--- config.mk ---
export PLATFORM = sky130hd
export DESIGN_NAME = vref_arbiter
export DESIGN_NICKNAME = d
export VERILOG_FILES = /design/src/rtl/vref_arbiter.sv
export SDC_FILE = /design/constraint.sdc
export NUM_CORES = 1
export LEC_CHECK = 0
export ABC_AREA = 1
export CORE_MARGIN = 2
export CORE_UTILIZATION = 54
export DETAILED_ROUTE_END_ITERATION = 6
export PLACE_DENSITY = 0.88
export RECOVER_POWER = 50
export SKIP_CTS_REPAIR_TIMING = 1
export SYNTH_ARGS = -nofsm -noshare
export SYNTH_HDL_FRONTEND = slang
export SYNTH_SLANG_ARGS = --single-unit
--- constraint.sdc ---
create_clock -name clk -period 2.34 [get_ports clk]
set_input_delay 0.234 -clock clk [delete_from_list [all_inputs] [get_ports clk]]
set_output_delay 0.234 -clock clk [all_outputs]
set_load 0.01 [all_outputs]
--- src/rtl/vref_arbiter.sv ---
// vref_arbiter: powers up the shared reference and grants it round-robin to NUM_REQ slices,
// with a recovery gap after each release and a hold timeout. VREF_ARB_STATS_EN adds usage counters.
module vref_arbiter #(
    parameter int NUM_REQ    = 4,
    parameter int PWRUP_CYC  = 16,
    parameter int SETTLE_CYC = 3,
    parameter int HOLD_MAX   = 8
) (
    input  logic               clk,
    input  logic               rst_n,
    input  logic               en,
    input  logic [NUM_REQ-1:0] req,
    input  logic [NUM_REQ-1:0] done,
    output logic               ref_en,
    output logic               ref_ready,
    output logic [NUM_REQ-1:0] gnt,
    output logic               ref_busy,
    output logic               timeout_err
`ifdef VREF_ARB_STATS_EN
    ,
    output logic [15:0]        grant_cnt,
    output logic [7:0]         timeout_cnt
`endif
);
    localparam int MAX_A = PWRUP_CYC > SETTLE_CYC ? PWRUP_CYC : SETTLE_CYC;
    localparam int MAX_C = MAX_A > HOLD_MAX ? MAX_A : HOLD_MAX;
    localparam int CW = $clog2(MAX_C + 1);
    localparam int PW = $clog2(NUM_REQ);

    typedef enum logic [2:0] {OFF, PWRUP, IDLE, GRANT, SETTLE} state_t;

    state_t             state, state_nx;
    logic [CW-1:0]      cnt, cnt_nx;
    logic [PW-1:0]      rr_ptr, rr_nx, win, idx;
    logic [NUM_REQ-1:0] gnt_nx;
    logic               ref_en_nx, ref_ready_nx, terr_nx, found;
    int                 t;

    // first requester at or after rr_ptr, wrapping
    always_comb begin
        win = '0;
        idx = '0;
        t = 0;
        found = 1'b0;
        for (int i = 0; i < NUM_REQ; i++) begin
            t = int'(rr_ptr) + i;
            t = t >= NUM_REQ ? t - NUM_REQ : t;
            idx = PW'(t);
            if (!found && req[idx]) begin
                found = 1'b1;
                win = idx;
            end
        end
    end

    always_comb begin
        state_nx = state;
        cnt_nx = cnt;
        rr_nx = rr_ptr;
        gnt_nx = gnt;
        ref_en_nx = ref_en;
        ref_ready_nx = ref_ready;
        terr_nx = 1'b0;
        case (state)
            OFF: if (en) begin
                state_nx = PWRUP;
                ref_en_nx = 1'b1;
                cnt_nx = '0;
            end
            PWRUP: if (cnt == CW'(PWRUP_CYC - 1)) begin
                state_nx = IDLE;
                ref_ready_nx = 1'b1;
            end else cnt_nx = cnt + 1'b1;
            IDLE: if (found) begin
                state_nx = GRANT;
                gnt_nx = NUM_REQ'(1) << win;
                rr_nx = win == PW'(NUM_REQ - 1) ? '0 : win + 1'b1;
                cnt_nx = '0;
            end
            GRANT: if (|(done & gnt)) begin
                state_nx = SETTLE;
                gnt_nx = '0;
                cnt_nx = '0;
            end else if (HOLD_MAX > 0 && cnt == CW'(HOLD_MAX - 1)) begin
                state_nx = SETTLE;
                gnt_nx = '0;
                cnt_nx = '0;
                terr_nx = 1'b1;
            end else if (HOLD_MAX > 0) cnt_nx = cnt + 1'b1;
            SETTLE: if (cnt == CW'(SETTLE_CYC - 1)) state_nx = IDLE;
                    else cnt_nx = cnt + 1'b1;
            default: state_nx = OFF;
        endcase
        // disable overrides everything, discarding any pending release or timeout
        if (!en) begin
            state_nx = OFF;
            cnt_nx = '0;
            rr_nx = '0;
            gnt_nx = '0;
            ref_en_nx = 1'b0;
            ref_ready_nx = 1'b0;
            terr_nx = 1'b0;
        end
    end

    always_ff @(posedge clk or negedge rst_n) begin
        if (!rst_n) begin
            state <= OFF;
            cnt <= '0;
            rr_ptr <= '0;
            gnt <= '0;
            ref_en <= 1'b0;
            ref_ready <= 1'b0;
            ref_busy <= 1'b0;
            timeout_err <= 1'b0;
        end else begin
            state <= state_nx;
            cnt <= cnt_nx;
            rr_ptr <= rr_nx;
            gnt <= gnt_nx;
            ref_en <= ref_en_nx;
            ref_ready <= ref_ready_nx;
            ref_busy <= |gnt_nx;
            timeout_err <= terr_nx;
        end
    end

`ifdef VREF_ARB_STATS_EN
    always_ff @(posedge clk or negedge rst_n) begin
        if (!rst_n) begin
            grant_cnt <= '0;
            timeout_cnt <= '0;
        end else begin
            if (state == IDLE && state_nx == GRANT && grant_cnt != 16'hFFFF) grant_cnt <= grant_cnt + 1'b1;
            if (terr_nx && timeout_cnt != 8'hFF) timeout_cnt <= timeout_cnt + 1'b1;
        end
    end
`endif
endmodule

* Yosys cells after proc, flatten, opt, wreduce, memory -nomap -nowiden
Index checks and enable logic that the tools add are counted.
Word-level totals: input bits 11, logic and storage cells 112, register bits after elaboration 18, output and inout bits 8
Cells by class: shift-type cells 1, mux-type cells 52, add/subtract/negate cells 9, $lt $le $gt $ge 8, reductions and logical operators 13, equality and inequality tests 20, bitwise gates (word level) 1
Operator list (number):
- 5-bit two-way mux | 6
- 5-bit case mux with 5 select lines | 1
- 2-bit two-way mux | 12
- 3-bit two-way mux | 6
- 1-bit two-way mux | 17
- 4-bit two-way mux | 4
- 3-bit != test (second input constant) | 5
- 3-bit case mux with 5 select lines | 1
- 2-bit by 3-bit less-than comparator with 1-bit output (second input constant) | 4
- 2-bit by 1-bit != test with 1-bit output (second input constant) | 5
- 3-bit greater-or-equal comparator (second input constant) | 3
- 1-bit binary-select mux with 2-bit select | 4
- 4-bit case mux with 2 select lines | 1
- 4-bit AND reduction | 2
- 4-bit OR reduction | 2
- 2-bit by 1-bit subtractor with 2-bit output (second input constant) | 4
- 2-bit by 2-bit adder with 3-bit output (second input constant) | 2
- 3-bit by 2-bit == test with 1-bit output (second input constant) | 2
- 6-bit by 1-bit != test with 1-bit output (second input constant) | 1
- 5-bit by 1-bit adder with 5-bit output (second input constant) | 1
- 5-bit by 2-bit == test with 1-bit output (second input constant) | 1
- 5-bit by 3-bit == test with 1-bit output (second input constant) | 1
- 5-bit by 4-bit == test with 1-bit output (second input constant) | 1
- 4-bit AND | 1
- 12 further kinds | 17

* Longest topological paths before layout
Gate-level depths: netlist of run 1.
word-level depth 19, depth in mapped cells 19, mapped depth without buffers 19

* Least setup slack after synthesis of run 1
OpenSTA, ideal clock, no wires.
kind register -> register, from register rr_ptr[0], to register ref_busy, buffers on the path 1, arrival time 1.854 ns, setup time 0.116 ns, clock period less this slack 1.970 ns, setup slack 0.370 ns, cell stages (with the launch flop) 18, data required time 2.224 ns, path through dfrtp_1 buf_6 o21ai_0 nand2_1 o21ai_1 nand3b_1 o2111ai_1 nand2_1 inv_1 ha_1 inv_1 nand2_1 nand2_1 nand2_1 nand2_1 nand2_1 inv_1 nand2_1
Between the ends: longest elaborated chain between the ends 19, elaborated cells on any way between the ends 42, those cells by class add/sub: 7; order compare: 4; shift: 1; mux: 23; reduce/logical: 7
Ends and longest elaborated chain:
- from (decl) | line 34 | logic [PW-1:0] rr_ptr, rr_nx, win, idx;
- from (signal assigned) | line 119 | rr_ptr <= rr_nx;
- branches (longest 15 deep; another with 2-bit by 1-bit adder with 3-bit output)
- 4-bit two-way mux * | line 74 | IDLE: if (found) begin
- 4-bit case mux with 2 select lines * | line 64 | case (state)
- 4-bit two-way mux * | line 95 | if (!en) begin
- 4-bit OR reduction * | line 123 | ref_busy <= |gnt_nx;
- to (signal assigned) | line 123
- to (decl) | line 17 | output logic ref_busy,
Every way passes the cells marked *. The select of a mux whose other input is x is not followed. A chain may end at the register's enable or synchronous reset.

* Worst setup path after layout of run 1
Same ends and word-level chain as after synthesis.

==> results of run 1 <==
-- cells by family after synthesis --
group / share of synthesized area
flops: 0.330
fa+ha+maj: 0.0642
xor+xnor: 0.0128
simple gates: 0.352
compound gates: 0.128
buf+inv: 0.113
-- sequential cells by signal, indices dropped and copies added (netlist names) --
signal,cells
gnt,4
ref_ready,1
rr_ptr,2
timeout_err,1
state,3
ref_en,1
ref_busy,1
cnt,5
-- how the worst max path moves through the flow --
| stage | startpoint | to | slack (ns) | cells after the start |
|---|---|---|---|---|
| 2_1_floorplan | rr_ptr[0]$_DFFE_PN0P_ | ref_busy$_DFF_PN0_ | 0.37 | 17 |
| 3_5_place_dp | req[2] | ref_busy$_DFF_PN0_ | 0.07 | 19 |
| 6_report | rr_ptr[0]$_DFFE_PN0P_ | ref_busy$_DFF_PN0_ | 0.17 | 18 |
| 3_3_place_gp | req[2] | ref_busy$_DFF_PN0_ | 0.12 | 19 |
| 5_1_grt | rr_ptr[0]$_DFFE_PN0P_ | ref_busy$_DFF_PN0_ | -0.003 | 18 |
| 4_1_cts | rr_ptr[0]$_DFFE_PN0P_ | ref_busy$_DFF_PN0_ | 0.19 | 17 |
-- cell usage in the layout (no fill, tap or decap), drive strengths merged --
master,n
o21bai,2
a22o,2
clkdlybuf4s50,15
ha,7
dfrtp,18
nor2,16
dlygate4sd3,3
o22ai,3
buf,8
xnor2,1
nand2,75
nor3,1
o31ai,1
o2111ai,1
clkbuf,4
xor2,1
o21ai,12
inv,37
nand3b,1
a21oi,4
nand3,9
a31oi,2
nand4,5
-- critical path, cell delays in order (launching register included) --
cell and delay (ns):
dfrtp_2 0.45, buf_4 0.17, nand2_1 0.05, o21ai_0 0.09, o21ai_2 0.22, inv_1 0.08
nand2_2 0.09, nand4_1 0.08, nand2_1 0.12, inv_1 0.09, ha_1 0.20, inv_1 0.05
nand2_1 0.04, nand2_1 0.05, nand2_1 0.05, nand2_1 0.08, nand2_1 0.06, inv_1 0.04
nand2_1 0.05
-- per-layer routing --
| layer | share of wire | track usage |
|---|---|---|
| met1 | 0.46 | 0.283 |
| met2 | 0.45 | 0.357 |
| met3 | 0.069 | 0.0355 |
| met4 | 0.014 | 0.0792 |
| met5 | 0 | 0 |
-- stage by stage --
stage / area (µm²) / hold slack (ns) / TNS, ns / cells
detailed placement: 1610 / 0.480 / 0 / 252
global placement: 1610 / 0.467 / 0 / 252
floorplan: 1360 / -0.0616 / 0 / 200
finish: 1680 / 0.440 / 0 / 258
CTS: 1650 / 0.414 / 0 / 256
global route: 1680 / 0.519 / -0.00320 / 258
-- power groups by stage --
stage	Clock, mW	Sequential [mW]	Combinational [mW]
floorplan	0	0.464	0.719
global placement	0	0.464	0.997
detailed placement	0	0.464	1.01
CTS	0.198	0.459	1.02
global route	0.204	0.476	1.22
finish	0.194	0.462	1.08
-- synthesized netlist by cell type --
library cell and n:
a21oi_1 4, a22o_1 2, a31oi_1 2, buf_6 1
clkbuf_1 1, dfrtp_1 18, ha_1 7, inv_1 34
inv_2 3, nand2_1 70, nand2_2 3, nand2_4 2
nand3_1 8, nand3_4 1, nand3b_1 1, nand4_1 5
nor2_1 14, nor2_4 2, nor3_1 1, o2111ai_1 1
o21ai_0 9, o21ai_1 1, o21ai_2 2, o21bai_1 2
o22ai_1 2, o22ai_2 1, o31ai_1 1, xnor2_1 1
xor2_1 1
-- layout make-up --
cell class                      count  area (µm²)  share of cell area
Inverter                           37         139              0.0826
Sequential cell                    18         453               0.269
Clock buffer                        4        36.3              0.0216
Tap cell                           30        37.5              0.0223
Multi-Input combinational cell    143         776               0.461
Timing Repair Buffer               26         240               0.143
==> results.sh, run 1 <==
export IMPL_clockPowerShare=0.112
export IMPL_finalCritPeriodShare=0.926
export IMPL_seqPwrFrac=0.266
export IMPL_switching_share=0.471
export IMPL_outcome="finished, final reports clean"
export IMPL_yosys_area_top_type="dfrtp_1"
export IMPL_hold_viol_final=0
export IMPL_clock_sinks=18
export IMPL_cts_max_level=1
export IMPL_post_place_ws_ns=0.0655
export IMPL_drt_iter0_markers=35
export IMPL_num_antenna_cells=0
export IMPL_nets=247
export IMPL_yosysTopAreaCellShare=0.330
export IMPL_crit_type="flip-flop to flip-flop"
export IMPL_ant_nets=0
export IMPL_drc_errors=0
export IMPL_utilization=0.691
export IMPL_syn_inst=200
export IMPL_end_kind="flip-flop"
export IMPL_antenna_found_initial=0
export IMPL_vdd_drop_max_uv=785
export IMPL_critical_path_required_ns=2.53
export IMPL_fmax_ghz=0.461
export IMPL_setup_viol=0
export IMPL_seq_area_frac_synth=0.330
export IMPL_ys_types=29
export IMPL_design_die_area_um2=2940
export IMPL_postRouteWirelength_um=2790
export IMPL_io_pins=19
export IMPL_drv_cap=0
export IMPL_finalWorstSetupSlack_ns=0.172
export IMPL_ys_ff_latch=18
export IMPL_viasPerCell=5.17
export IMPL_critical_path_arrival_ns=2.36
export IMPL_synth_warnings=0
export IMPL_min_delay_path_class="input port to asynchronous set/reset pin"
export IMPL_grt_usage=0.216
export IMPL_gr_total_overflow=0
export IMPL_worstRegToRegCells=18
export IMPL_rr_startpoint="rr_ptr[0]$_DFFE_PN0P_"
export IMPL_final_max_slew_viol_count=0
export IMPL_synthTopCellsByArea="dfrtp_1, nand2_1, inv_1"
export IMPL_core_area_um2=2430
export IMPL_die_w_um=54.3
export IMPL_cts_reportedPaths_clkPinSlew_ns=0.11
export IMPL_p_leak_nw=0.907
export IMPL_fin_crit_ns=2.17
export IMPL_p_switching_mw=0.818
export IMPL_timing_rr_end="ref_busy$_DFF_PN0_"
export IMPL_insertion_delay_ns=0.30
export IMPL_p_total_mw=1.74
export IMPL_pwr_density_cell_nw_per_um2=1030
export IMPL_grt_pass1_vias=1190
export IMPL_p_int_mw=0.920
export IMPL_fill_cells=218
export IMPL_maxSlewHeadroom=0.477
export IMPL_p_comb_frac=0.622
export IMPL_worstMarginPinSlew_ns=0.781
export IMPL_areaGrowthSynthToFinish_pct=23.3
export IMPL_dieHeight_um=54.3
export IMPL_drive_above_1_share=0.145
export IMPL_r2r_slack_ns=0.17
export IMPL_gp_congestion=0.805
export IMPL_cts_tree="built"
export IMPL_cts_buffer_depth=2
export IMPL_worst_setup_path_start_kind="flip-flop"
export IMPL_critical_path_max_fanout=8
export IMPL_portBuffers=18
export IMPL_start_util=0.561
export IMPL_cts_buffers_inserted=3
export IMPL_vias=1334
export IMPL_dp_hpwl_um=2100
export IMPL_first_pass_iters=4
export IMPL_clockRootBuffer="clkbuf_4"
export IMPL_grt_start_max_net_pins=19
export IMPL_rows=18
export IMPL_worst_clock_skew_ns=0.0104
export IMPL_netlist_area_um2=1360
export IMPL_routedWlPerCell_um=10.8
export IMPL_syn_nets=218
export IMPL_grt_pass1_wl_um=4730
export IMPL_postSynthAreaPerCell_um2=6.82
(Power assumes the default switching activity.)
==> run 2: changes to the inputs <==
--- a/config.mk
+++ b/config.mk
@@ -7,9 +7,9 @@
 export LEC_CHECK = 0
 export ABC_AREA = 1
 export CORE_MARGIN = 2
-export CORE_UTILIZATION = 54
+export CORE_UTILIZATION = 58
 export DETAILED_ROUTE_END_ITERATION = 6
-export PLACE_DENSITY = 0.88
+export PLACE_DENSITY = 0.93
 export RECOVER_POWER = 50
 export SKIP_CTS_REPAIR_TIMING = 1
 export SYNTH_ARGS = -nofsm -noshare
==> constraint.sdc (replaced) <==
create_clock -name clk -period 2.6 [get_ports clk]
set_input_delay 0.26 -clock clk [delete_from_list [all_inputs] [get_ports clk]]
set_output_delay 0.26 -clock clk [all_outputs]
set_load 0.01 [all_outputs]
==> results.sh, run 2 (synthesis results as in run 1) <==
export IMPL_first_pass_iters=4
export IMPL_num_antenna_cells=0
export IMPL_cp_common_cell="nand2_1"
export IMPL_largest_reg_flops=5
export IMPL_nets=242
export IMPL_p_leak_nw=0.878
export IMPL_worst_clock_skew_ns=0.000586
export IMPL_r2r_slack_ns=0.31
export IMPL_core_area_um2=2210
export IMPL_vdd_drop_max_uv=877
export IMPL_drc_errors=0
export IMPL_grt_usage=0.259
export IMPL_cts_tree="built"
export IMPL_routedWlPerCell_um=12.0
export IMPL_cts_max_level=1
export IMPL_max_stage_delay_ns=0.51
export IMPL_critical_path_arrival_ns=2.50
export IMPL_clockRootBuffer="clkbuf_4"
export IMPL_worstMarginPinSlew_ns=0.815
export IMPL_outcome="finished, final reports clean"
export IMPL_worstRegToRegCells=17
export IMPL_grt_pass1_wl_um=5380
export IMPL_seqPwrFrac=0.293
export IMPL_switching_share=0.484
export IMPL_design_die_area_um2=2760
export IMPL_end_kind="flip-flop"
export IMPL_portBuffers=18
export IMPL_rr_startpoint="rr_ptr[0]$_DFFE_PN0P_"
export IMPL_crit_type="flip-flop to flip-flop"
export IMPL_reg_top3="cnt: 5 flops, gnt: 4 flops, state: 3 flops"
export IMPL_clock_sinks=18
export IMPL_slowest_stage="dfrtp_2"
export IMPL_min_delay_path_class="input port to asynchronous set/reset pin"
export IMPL_gr_total_overflow=0
export IMPL_critical_path_max_fanout=13
export IMPL_antenna_found_initial=0
export IMPL_cts_buffers_inserted=3
export IMPL_multi_input_area_um2=759
export IMPL_pwr_density_cell_nw_per_um2=910
export IMPL_postRouteWirelength_um=3010
export IMPL_grt_start_max_net_pins=19
export IMPL_maxSlewHeadroom=0.455
export IMPL_clockPowerShare=0.120
export IMPL_start_util=0.617
export IMPL_p_comb_frac=0.587
export IMPL_mostFrequentLayoutCells="nand2_1, inv_1, dfrtp_1, clkdlybuf4s50_1, nor2_1"
export IMPL_finalCritPeriodShare=0.881
export IMPL_worst_setup_path_start_kind="flip-flop"
export IMPL_areaGrowthSynthToFinish_pct=19.1
export IMPL_hold_viol_final=0
export IMPL_dieHeight_um=52.5
export IMPL_rsz0062_at_grt="no"
export IMPL_regMostFlops="cnt"
export IMPL_setup_viol=0
export IMPL_critical_path_required_ns=2.81
export IMPL_cts_reportedPaths_clkPinSlew_ns=0.10
export IMPL_dp_hpwl_um=2300
export IMPL_cts_buffer_depth=2
export IMPL_drt_iter0_markers=43
export IMPL_grt_pass1_vias=1288
export IMPL_fin_crit_ns=2.29
export IMPL_p_int_mw=0.763
export IMPL_io_pins=19
export IMPL_crit_path_cell_trace="inv_2 -> nand2_1 -> nand3_1 -> nand2_2 -> nor2_4 -> nand2_1 -> o2111ai_1 -> nand2_1 -> ha_1 -> inv_1 -> nand2_1 -> nand2_1 -> nand2_1 -> nand2_1 -> nand2_1 -> inv_1 -> nand2_1"
export IMPL_ant_nets=0
export IMPL_gp_congestion=0.838
export IMPL_p_switching_mw=0.715
export IMPL_insertion_delay_ns=0.30
export IMPL_final_max_slew_viol_count=0
export IMPL_final_common_cell="nand2_1"
export IMPL_fill_cells=196
export IMPL_rows=17
export IMPL_timing_rr_end="ref_busy$_DFF_PN0_"
export IMPL_drive_above_1_share=0.0987
export IMPL_vias=1333
export IMPL_utilization=0.734
export IMPL_seqCellArea_um2=452
export IMPL_viasPerCell=5.31
export IMPL_fin_tns_setup_ns=0
export IMPL_die_w_um=52.5
export IMPL_drv_cap=0
export IMPL_fmax_ghz=0.437
run 2: final cells by class:
class / instances / area share
repair buffers: 21 / 0.125
flip-flops and latches: 18 / 0.278
clock buffers: 4 / 0.0223
well taps: 28 / 0.0216
inverters: 37 / 0.0855
multi-input cells: 143 / 0.468
run 2: power groups by stage:
stage                     Sequential (mW)  Combinational [mW]  Clock, mW
after global placement              0.431               0.841          0
after floorplan                     0.418               0.647          0
final                               0.433               0.868      0.178
after detailed placement            0.433               0.862          0
after global routing                0.442                1.00      0.193
after CTS                           0.428               0.872      0.180
run 2: worst max-delay path: cells and delay by family (launching register included):
kind	cells	cell delay [ns]
flip-flops	1	0.51
buffers and inverters	3	0.23
AO/OA/AOI/OAI	1	0.19
adder cells (fa/ha/maj)	1	0.20
AND/OR/NAND/NOR	12	1.06
run 2: per-stage QoR:
| stage | worst slack [ns] | hold slack (ns) | cell area [µm²] | power [mW] | instances |
|---|---|---|---|---|---|
| 3_5_place_dp | 0.168 | 0.480 | 1590 | 1.30 | 247 |
| 2_1_floorplan | 0.630 | -0.0356 | 1360 | 1.07 | 200 |
| 4_1_cts | 0.238 | 0.436 | 1620 | 1.48 | 251 |
| 3_3_place_gp | 0.277 | 0.476 | 1590 | 1.27 | 247 |
| 5_1_grt | 0.00104 | 0.539 | 1620 | 1.63 | 251 |
| 6_report | 0.310 | 0.482 | 1620 | 1.48 | 251 |
run 2: how the worst max path moves through the flow:
| stage | from | end | slack (ns) | cells past startpoint |
|---|---|---|---|---|
| CTS | rr_ptr[0]$_DFFE_PN0P_ | ref_busy$_DFF_PN0_ | 0.24 | 19 |
| global placement | req[3] | ref_busy$_DFF_PN0_ | 0.28 | 18 |
| detailed placement | req[1] | ref_busy$_DFF_PN0_ | 0.17 | 18 |
| floorplan | rr_ptr[0]$_DFFE_PN0P_ | ref_busy$_DFF_PN0_ | 0.63 | 17 |
| global route | rr_ptr[0]$_DFFE_PN0P_ | ref_busy$_DFF_PN0_ | 0.001 | 18 |
| finish | rr_ptr[0]$_DFFE_PN0P_ | ref_busy$_DFF_PN0_ | 0.31 | 17 |
run 2: routing by layer:
layer  wire length (µm)  track usage  up-vias  share of wire
li1                   -            -      679              -
met1               1340        0.313      612           0.45
met2               1490        0.452       37           0.50
met3                133       0.0371        5          0.044
met4                 44        0.115        0          0.015
met5                  0            0        -              0
